===== src/rtl/bcd_counter_multi_pkg.sv =====
// Shared constants and the load-saturation helper for the multi-digit BCD counter.
package bcd_counter_multi_pkg;

  localparam int         DIGIT_W  = 4;
  localparam logic [3:0] BCD_MAX  = 4'd9;
  localparam logic [3:0] BCD_ZERO = 4'd0;

  // Clamp a nibble to a legal BCD digit so no non-decimal state can be loaded.
  function automatic logic [3:0] bcd_sat(input logic [3:0] d);
    return (d > BCD_MAX) ? BCD_MAX : d;
  endfunction

endpackage


===== src/rtl/bcd_counter_multi_digit.sv =====
// One decimal digit of the counter: a 4-bit register with load and a
// carry/borrow ripple stage for up/down stepping.
module bcd_counter_multi_digit
  import bcd_counter_multi_pkg::*;
(
  input  logic         clk,
  input  logic         rst,
  input  logic         load,
  input  logic [3:0]   ld_digit,
  input  logic         step,
  input  logic         up_dn,
  input  logic         cin,
  output logic [3:0]   digit,
  output logic         cout
);

  logic [3:0] digit_q;
  logic [3:0] digit_d;

  // Next digit value and ripple carry/borrow out; load overrides stepping.
  always_comb begin
    digit_d = digit_q;
    cout    = 1'b0;
    if (load) begin
      digit_d = ld_digit;
    end else if (step && cin) begin
      if (up_dn) begin
        if (digit_q == BCD_MAX) begin
          digit_d = BCD_ZERO;
          cout    = 1'b1;
        end else begin
          digit_d = digit_q + 4'd1;
        end
      end else begin
        if (digit_q == BCD_ZERO) begin
          digit_d = BCD_MAX;
          cout    = 1'b1;
        end else begin
          digit_d = digit_q - 4'd1;
        end
      end
    end else begin
      digit_d = digit_q;
    end
  end

  // Digit register with synchronous active-low reset.
  always_ff @(posedge clk) begin
    if (!rst) begin
      digit_q <= BCD_ZERO;
    end else begin
      digit_q <= digit_d;
    end
  end

  assign digit = digit_q;

endmodule


===== src/rtl/bcd_counter_multi.sv =====
// Multi-digit up/down BCD counter with parallel load and a clock-enable
// prescaler; everything runs on clk, outputs are all registered.
module bcd_counter_multi
  import bcd_counter_multi_pkg::*;
#(
  parameter int DIGITS = 4,
  parameter int DIV    = 1
) (
  input  logic                        clk,
  input  logic                        rst,
  input  logic                        en,
  input  logic                        up_dn,
  input  logic                        load,
  input  logic [DIGIT_W*DIGITS-1:0]   load_val,
  output logic [DIGIT_W*DIGITS-1:0]   count,
  output logic                        carry,
  output logic                        tick
);

  localparam int            PW         = (DIV > 1) ? $clog2(DIV) : 1;
  localparam logic [PW-1:0] PRESC_LAST = PW'(DIV - 1);

  logic [PW-1:0] presc_q;
  logic [PW-1:0] presc_d;
  logic          carry_q;
  logic          carry_d;
  logic          tick_q;
  logic          tick_d;
  logic          step_s;
  logic [DIGITS:0] chain_s;

  assign step_s     = en && (presc_q == PRESC_LAST);
  assign chain_s[0] = 1'b1;

  // Digit slices ripple carry/borrow from LS to MS digit.
  for (genvar g = 0; g < DIGITS; g++) begin : g_digit
    bcd_counter_multi_digit u_digit (
      .clk      (clk),
      .rst      (rst),
      .load     (load),
      .ld_digit (bcd_sat(load_val[DIGIT_W*g +: DIGIT_W])),
      .step     (step_s),
      .up_dn    (up_dn),
      .cin      (chain_s[g]),
      .digit    (count[DIGIT_W*g +: DIGIT_W]),
      .cout     (chain_s[g+1])
    );
  end

  // Prescaler advance and the pulse outputs; load suppresses both pulses.
  always_comb begin
    presc_d = presc_q;
    carry_d = 1'b0;
    tick_d  = 1'b0;
    if (load) begin
      presc_d = '0;
    end else if (step_s) begin
      presc_d = '0;
      tick_d  = 1'b1;
      carry_d = chain_s[DIGITS];
    end else if (en) begin
      presc_d = presc_q + PW'(1);
    end else begin
      presc_d = presc_q;
    end
  end

  // Prescaler and pulse registers.
  always_ff @(posedge clk) begin
    if (!rst) begin
      presc_q <= '0;
      carry_q <= 1'b0;
      tick_q  <= 1'b0;
    end else begin
      presc_q <= presc_d;
      carry_q <= carry_d;
      tick_q  <= tick_d;
    end
  end

  assign carry = carry_q;
  assign tick  = tick_q;

endmodule


===== config.mk =====
export PLATFORM = sky130hd
export DESIGN_NAME = bcd_counter_multi
export DESIGN_NICKNAME = d
export VERILOG_FILES = /design/src/rtl/bcd_counter_multi_pkg.sv /design/src/rtl/bcd_counter_multi_digit.sv /design/src/rtl/bcd_counter_multi.sv
export SDC_FILE = /design/constraint.sdc
export NUM_CORES = 1
export LEC_CHECK = 0
export CAP_MARGIN = 20
export CORE_MARGIN = 3
export CORE_UTILIZATION = 27
export CTS_BUF_LIST = sky130_fd_sc_hd__clkbuf_4 sky130_fd_sc_hd__clkbuf_8
export DETAILED_ROUTE_END_ITERATION = 6
export HOLD_SLACK_MARGIN = 0.05
export SKIP_CTS_REPAIR_TIMING = 1
export SYNTH_ARGS = -nofsm -noshare
export SYNTH_HDL_FRONTEND = slang
export SYNTH_SLANG_ARGS = --single-unit

===== constraint.sdc =====
create_clock -name clk -period 3.4 [get_ports clk]
set_input_delay 0.68 -clock clk [delete_from_list [all_inputs] [get_ports clk]]
set_output_delay 0.68 -clock clk [all_outputs]
set_load 0.02 [all_outputs]

Word level (Yosys, flattened, before mapping)
Index checks and enable logic that the tools add are counted.
W data, S select, Z words.

storage, ports and cells
  register bits = 19
  output and inout port bits = 18
  logic and storage cells = 86
  input bits = 21

operators by class
  add/sub/neg operators = 9
  bitwise gates (word level) = 4
  mux-type cells = 43
  reduce and logical (&&, ||, !) cells = 15
  equality and inequality tests = 4
  order comparisons = 4

operators with widths
  operator               count
  $mux W4                24
  $mux W1                19
  $add A4 B1 Y4 const B  4
  $eq A4 B4 Y1 const B   4
  $gt A4 B4 Y1 const B   4
  $logic_not A4 Y1       4
  $sub A4 B1 Y4 const B  4
  $reduce_bool A2 Y1     4
  $logic_and A1 B1 Y1    4
  $not A1 Y1             4
  $reduce_or A4 Y1       1
  $reduce_or A3 Y1       1
  $reduce_or A2 Y1       1
  $add A1 B1 Y1 const B  1

Logic depth before layout (Yosys ltp)
Gate-level depths: netlist of the first run.

  depth in word-level cells = 14
  depth in mapped cells = 8
  gate-level depth less buffers = 5

By module
A second synthesis of the first run with hierarchy kept.

second synthesis, totals
  cells, all modules = 208
  area total of the unflattened synthesis = 1519.0 sq um

modules (own cells, without submodules)
  module                   cells each  times used  area each (sq um)  seq. area each (sq um)
  bcd_counter_multi_digit  45          4           326.6              80.1
  bcd_counter_multi        28          1           212.7              60.1

Least setup slack after synthesis of the first run
Ideal clock, no wire load.

  path kind = input to register
  start point = input port up_dn
  end point = register g_digit[3].u_digit.digit_q[0]
  library setup time = 0.116 ns
  stages on the path = 6
  setup slack = 1.114 ns
  buffers on the path = 1
  required time = 3.284 ns
  arrival = 2.170 ns
  cell sequence = buf_2 or3_4 a2111o_1 nor3_4 xor2_1 o211a_1

between the ends
  word-level cells in the longest chain between the ends = 11
  elaborated cells between the ends (all ways) = 16
  those cells by class = mux: 12; reduce/logical: 4

RTL lines
  item                                 line                           source
  start, declared                      bcd_counter_multi.sv:12        input logic up_dn,
  $mux W1                              bcd_counter_multi_digit.sv:27  if (up_dn) begin
  $mux W1                              bcd_counter_multi_digit.sv:26  end else if (step && cin) begin
  $mux W1                              bcd_counter_multi_digit.sv:24  if (load) begin
  $logic_and A1 B1 Y1                  bcd_counter_multi_digit.sv:26
  $mux W1                              bcd_counter_multi_digit.sv:26
  $mux W1                              bcd_counter_multi_digit.sv:24
  $logic_and A1 B1 Y1                  bcd_counter_multi_digit.sv:26
  $mux W1                              bcd_counter_multi_digit.sv:26
  $mux W1                              bcd_counter_multi_digit.sv:24
  $logic_and A1 B1 Y1                  bcd_counter_multi_digit.sv:26
  $reduce_bool A2 Y1 (no source line)  -
  end signal, assigned                 bcd_counter_multi_digit.sv:52  digit_q <= digit_d;
  end, declared                        bcd_counter_multi_digit.sv:17  logic [3:0] digit_q;

Parallel ways exist; a longest one is shown, timed or not. The select of a mux whose other input is x is not followed.
A chain may end at the register's enable or synchronous reset.

Worst setup path after layout of the first run
  start point = input port up_dn
  end point = register g_digit[2].u_digit.digit_q[3]

between the ends
  word-level cells in the longest chain between the ends = 8
  elaborated cells between the ends (all ways) = 12
  those cells by class = mux: 9; reduce/logical: 3

RTL lines
  item                                 line
  $mux W1                              bcd_counter_multi_digit.sv:27
  $mux W1                              bcd_counter_multi_digit.sv:26
  $mux W1                              bcd_counter_multi_digit.sv:24
  $logic_and A1 B1 Y1                  bcd_counter_multi_digit.sv:26
  $mux W1                              bcd_counter_multi_digit.sv:26
  $mux W1                              bcd_counter_multi_digit.sv:24
  $logic_and A1 B1 Y1                  bcd_counter_multi_digit.sv:26
  $reduce_bool A2 Y1 (no source line)  -
  end signal, assigned                 bcd_counter_multi_digit.sv:52
  end, declared                        bcd_counter_multi_digit.sv:17

Parallel ways exist; a longest one is shown, timed or not. The select of a mux whose other input is x is not followed.

==> results of run 1 <==
-- through the flow --
stage               total power [mW]  area, sq um  instances  setup WS, ns  hold WS [ns]
floorplan                      0.390         1540        207          1.11         0.463
global placement               0.459         1950        297         0.686         0.472
detailed placement             0.462         1950        297         0.652         0.483
CTS                            0.632         2000        301         0.897         0.492
global route                   0.664         2000        301         0.812         0.519
finish                         0.621         2000        301         0.886         0.487
-- state kept, by name, indices dropped and copies added, names as in the netlist --
register and cells:
g_digit.u_digit.digit 16, carry 1, presc_q 1, tick 1
-- final cells by class --
cell class / count / area [sq um] / share of cell area, %
Timing Repair Buffer: 43 / 418 / 20.9
Inverter: 3 / 11.3 / 0.564
Multi-Input combinational cell: 162 / 1050 / 52.6
Sequential cell: 19 / 380 / 19.0
Tap cell: 70 / 87.6 / 4.39
Clock buffer: 4 / 48.8 / 2.44
-- worst paths after layout --
kind                                                 start                                  endpoint  slack, ns  cells past startpoint
setup reg to reg  g_digit[0].u_digit.digit[0]$_SDFFE_PN0P_  g_digit[2].u_digit.digit[3]$_SDFFE_PN0P_       1.33                      5
hold / removal                        presc_q$_SDFFE_PP0P_                      presc_q$_SDFFE_PP0P_       0.49                      1
setup / recovery                                     up_dn  g_digit[2].u_digit.digit[3]$_SDFFE_PN0P_       0.89                      6
hold reg to reg                       presc_q$_SDFFE_PP0P_                      presc_q$_SDFFE_PP0P_       0.49                      1
-- cells in the mapped netlist (4+ instances only) --
library cell / instances / area, sq um
nor2_1: 12 / 45.0
nand2_1: 17 / 63.8
nand3_1: 13 / 65.1
o21ai_0: 13 / 65.1
nand2b_1: 4 / 25.0
nor3_1: 7 / 35.0
a21oi_1: 7 / 35.0
clkbuf_1: 18 / 67.6
dfxtp_1: 19 / 380
xnor2_1: 6 / 52.6
xor2_1: 5 / 43.8
nor2b_1: 10 / 62.6
-- logic make-up (layout without fill, tap and decap cells) --
family,after synthesis,after routing,synth area share [%]
buffers and inverters,26,50,6.92
AOI/OAI and AO/OA,62,62,29.2
DFF,19,19,24.7
xor gates and xnor gates,11,11,6.27
muxes,4,4,2.69
and+or+nand+nor,85,85,30.2
-- routing by layer --
layer | vias to the layer above | part of all wire [%] | GRT usage (%)
li1 | 807 | - | -
met2 | 45 | 45 | 18.9
met3 | 2 | 5.8 | 3.18
met1 | 722 | 48 | 17.6
met5 | - | 0 | 0
met4 | 0 | 0.64 | 2.03
-- worst reg2reg max path, stage by stage, from the launching register on --
cell and delay (ns):
dfxtp_1 0.40, or3_4 0.41, a2111o_1 0.45, nor2_2 0.35, a21boi_1 0.11, o221a_1 0.24
-- power breakdown --
part | leakage, nW | switching, mW | internal [mW]
logic | 0.547 | 0.0864 | 0.0981
clock network | 0.0262 | 0.0738 | 0.0912
registers | 0.157 | 0.0355 | 0.236
total | 0.729 | 0.196 | 0.425
==> metrics.yaml, run 1 <==
status: "completed"
ys_warn_count: 0
ios: 39
synthCells: 207
yosysSeqAreaShare_pct: 24.7
max_freq_ghz: 0.398
period_share_pct: 74.0
track_usage_pct: 12.4
avgSynthCellArea_sq_um: 7.43
grt_pass1_wl_um: 6540
die_x_um: 81.5
ys_ff_latch: 19
die_area_sq_um: 6640
fin_util_pct: 37.7
initial_core_util_pct: 29.0
cp.required_ns: 3.54
final_common_cell: "clkdlybuf4s50_1"
min_path_type: "register to register"
fin_crit_ns: 2.51
setup_viol: 0
cts_tree: "done"
synth.distinct_cells: 54
synthesis.nets: 228
critPathKind: "primary input to register"
wire_per_inst_um: 13.0
startpoint_type: "primary input"
drive_above_1_share_pct: 6.93
maxCapViolations: 0
rsz0062_at_grt: "no"
power.leakage_nw: 0.729
synth_flop_cell: "dfxtp_1"
crit_fanout: 7
cts_made_buffers: 3
critPathArrivalTime_ns: 2.65
final_hold_viol_count: 0
fp.dieH_um: 81.5
cts_root_buf: "clkbuf_8"
drcViolationCount: 0
async_flop_share_pct: 0
worst-slew-pin-transition_ns: 0.525
crit_family: "compound AO/OA/AOI/OAI gates"
place_congestion: 0.738
critPathCaptureType: "register"
row_count: 26
coreArea_sq_um: 5300
nFillCells: 577
area_growth_pct: 29.9
overflow: 0
postRouteAntennaNets: 0
clock_sinks: 19
finalClockSkew_ns: 0.0105
peakVddDrop_mv: 0.135
critPathBufInv: 1
clockBufferDepth: 2
final_cell_mix: "clkdlybuf4s50_1, dfxtp_1, nand2_1"
routed_wl_um: 3910
via_per_inst: 5.24
drt_first_iter_violations: 129
dp_hpwl_um: 2870
clock_latency_ns: 0.26
slowest_delay_ns: 0.47
clk_pin_slew_ns: 0.07
tns_ns: 0
worst_path_max_delay_cell: "clkdlybuf4s50_1"
grt_pass1_vias: 1366
antenna_cells: 0
power_per_cell_area_nw_per_um2: 311
htree_levels: 1
relSlewSlack_pct: 64.9
numPortBuffers: 38
fin_nets: 253
first_pass_iters: 7
syn-cell-area_sq_um: 1540
vias: 1576
antenna_found_initial: 0
synth_edf_count: 0
final_max_slew_viol_count: 0
crit_chain: "clkdlybuf4s50_1, or3_4, a2111o_1, nor2_2, a21boi_1, o221a_1"
grt_max_degree: 22
No activity file was read; power rests on OpenSTA's default activity.
==> run 2, diff against run 1 <==
- clock period: 3.4 -> 2.3 ns (I/O delays scaled with it)
==> metrics.yaml, run 2 (synthesized netlist as in run 1, its figures left out) <==
maxCapViolations: 0  # unchanged
crit_fanout: 6  # -1
cts_made_buffers: 3  # unchanged
setup_viol: 0  # unchanged
seq_power_share_pct: 42.1  # -1.6 points
finalClockSkew_ns: 0.00153  # -0.00898 ns
dp_hpwl_um: 2940  # +2.5%
grt_pass1_wl_um: 6420  # -1.9%
reg2reg_depth: 5  # unchanged
final_common_cell: "clkdlybuf4s50_1"
switchingPower_mw: 0.297  # +52%
crit_chain: "clkdlybuf4s50_1, or3_4, a2111o_1, nor3_4, xor2_1, o211a_1"
wire_per_inst_um: 12.6  # -3.1%
initial_core_util_pct: 29.0  # unchanged
antenna_cells: 0  # unchanged
min_path_cells: 1  # unchanged
htree_levels: 1  # unchanged
slowest_delay_ns: 0.47  # about the same
drcViolationCount: 0  # unchanged
cp.required_ns: 2.45  # -1.09 ns
final_hold_viol_count: 0  # unchanged
internal_power_mw: 0.641  # +51%
critPathCaptureType: "register"
vias: 1580  # +0.25%
final-instance-count-excl-fill: 312  # +3.7%
dp.cells: 307  # +3.4%
dp_slack_ns: -0.200  # -0.852 ns
overflow: 0  # unchanged
r2r_start: "g_digit[0].u_digit.digit[3]$_SDFFE_PN0P_"
routed_wl_um: 3930  # +0.41%
clk_pin_slew_ns: 0.07  # about the same
worst-slew-pin-transition_ns: 0.466  # -0.0592 ns
track_usage_pct: 12.0  # -0.33 points
power.leakage_nw: 0.783  # +7.4%
hold_end: "presc_q$_SDFFE_PP0P_"
worst_path_max_delay_cell: "clkdlybuf4s50_1"
stdcell_area_sq_um: 2080  # +4.1%
clockBufferDepth: 2  # unchanged
fin_crit_ns: 2.19
worst_r2r_endpoint: "g_digit[3].u_digit.digit[0]$_SDFFE_PN0P_"
power_per_cell_area_nw_per_um2: 451  # +45%
critPathKind: "primary input to register"
first_pass_iters: 4  # -3
die_x_um: 81.5  # unchanged
area_growth_pct: 35.2
switching_share_pct: 31.7  # +0.14 points
grt_pass1_vias: 1356  # -0.73%
setup_ws_ns: 0.106  # -0.780 ns
via_per_inst: 5.06  # -3.3%
min_path_type: "register to register"
cts_tree: "done"
clock_latency_ns: 0.25  # about the same
crit_family: "compound AO/OA/AOI/OAI gates"
place_congestion: 0.727  # -1.6%
row_count: 26  # unchanged
fin_nets: 264  # +4.3%
grt_max_degree: 27  # +23%
largest_reg_flops: 16  # unchanged
combPwrFrac_pct: 31.2  # +1.5 points
reg2reg_slack_ns: 0.40  # -0.93 ns
final_max_slew_viol_count: 0  # unchanged
clock_sinks: 19  # unchanged
coreArea_sq_um: 5300  # unchanged
period_share_pct: 95.4
numPortBuffers: 38  # unchanged
rsz0062_at_grt: "no"
critPathBufInv: 1  # unchanged
ios: 39  # unchanged
status: "completed"
relSlewSlack_pct: 68.9  # +4.0 points
die_area_sq_um: 6640  # unchanged
fp.dieH_um: 81.5  # unchanged
clkPwrFrac_pct: 26.7  # about the same
drt_first_iter_violations: 77  # -40%
startpoint_type: "primary input"
postRouteAntennaNets: 0  # unchanged
tns_ns: 0  # unchanged
antenna_found_initial: 0  # unchanged
min_from: "presc_q$_SDFFE_PP0P_"
cts_root_buf: "clkbuf_8"
peakVddDrop_mv: 0.240  # +78%
final_cell_mix: "clkdlybuf4s50_1, dfxtp_1, nand2_1"
critPathArrivalTime_ns: 2.35  # -0.30 ns
placed_area_sq_um: 2020  # +3.9%
drive_above_1_share_pct: 11.2  # +4.2 points
hold_ws_ns: 0.489  # +0.00278 ns
max_freq_ghz: 0.456
## run 2: worst reg2reg max path, cell delays in order, from the launching register on
cell and delay (ns):
dfxtp_1 0.34, or3_4 0.40, a2111o_1 0.44, nor3_4 0.29, xor2_1 0.11, o211a_1 0.21
## run 2: routing by layer
| metal | vias to the layer above | track usage, % | routed length [um] |
|---|---|---|---|
| met5 | - | 0 | 0 |
| met4 | 0 | 2.36 | 19 |
| met3 | 2 | 2.30 | 144 |
| met2 | 30 | 18.2 | 1740 |
| met1 | 716 | 17.7 | 2030 |
| li1 | 832 | - | - |
## run 2: per-stage QoR
| step | util, % | power (mW) |
|---|---|---|
| detailed placement | 38.2 | 0.696 |
| floorplan | - | 0.577 |
| global route | 39.2 | 0.996 |
| CTS | 39.1 | 0.949 |
| global placement | 38.2 | 0.695 |
| finish | 39.2 | 0.937 |
## run 2: final cells by class
class,count,area [sq um]
Sequential cell,19,380
Clock buffer,4,48.8
Timing Repair Buffer,54,500
Tap cell,70,87.6
Fill cell,551,3220
Inverter,3,11.3
Multi-Input combinational cell,162,1050
## run 2: power groups by stage
stage	combinational [mW]	clock, mW	sequential, mW
after detailed placement	0.294	0	0.403
after CTS	0.295	0.259	0.395
final	0.292	0.251	0.395
after global placement	0.292	0	0.402
after global routing	0.323	0.272	0.401
after floorplan	0.184	0	0.393
## run 2: worst max path at each step
stage	from	endpoint	cells after the start
3_5_place_dp	up_dn	g_digit[3].u_digit.digit[0]$_SDFFE_PN0P_	6
3_3_place_gp	up_dn	g_digit[3].u_digit.digit[0]$_SDFFE_PN0P_	6
2_1_floorplan	up_dn	g_digit[3].u_digit.digit[0]$_SDFFE_PN0P_	6
6_report	up_dn	g_digit[3].u_digit.digit[0]$_SDFFE_PN0P_	6
5_1_grt	up_dn	g_digit[3].u_digit.digit[0]$_SDFFE_PN0P_	6
4_1_cts	up_dn	g_digit[3].u_digit.digit[0]$_SDFFE_PN0P_	6
==> run 3, diff against run 2 <==
- CTS_CLUSTER_SIZE: unset -> 40
==> results of run 3 <==
No change in the layout: final DEF, timing and power equal those of run 2.
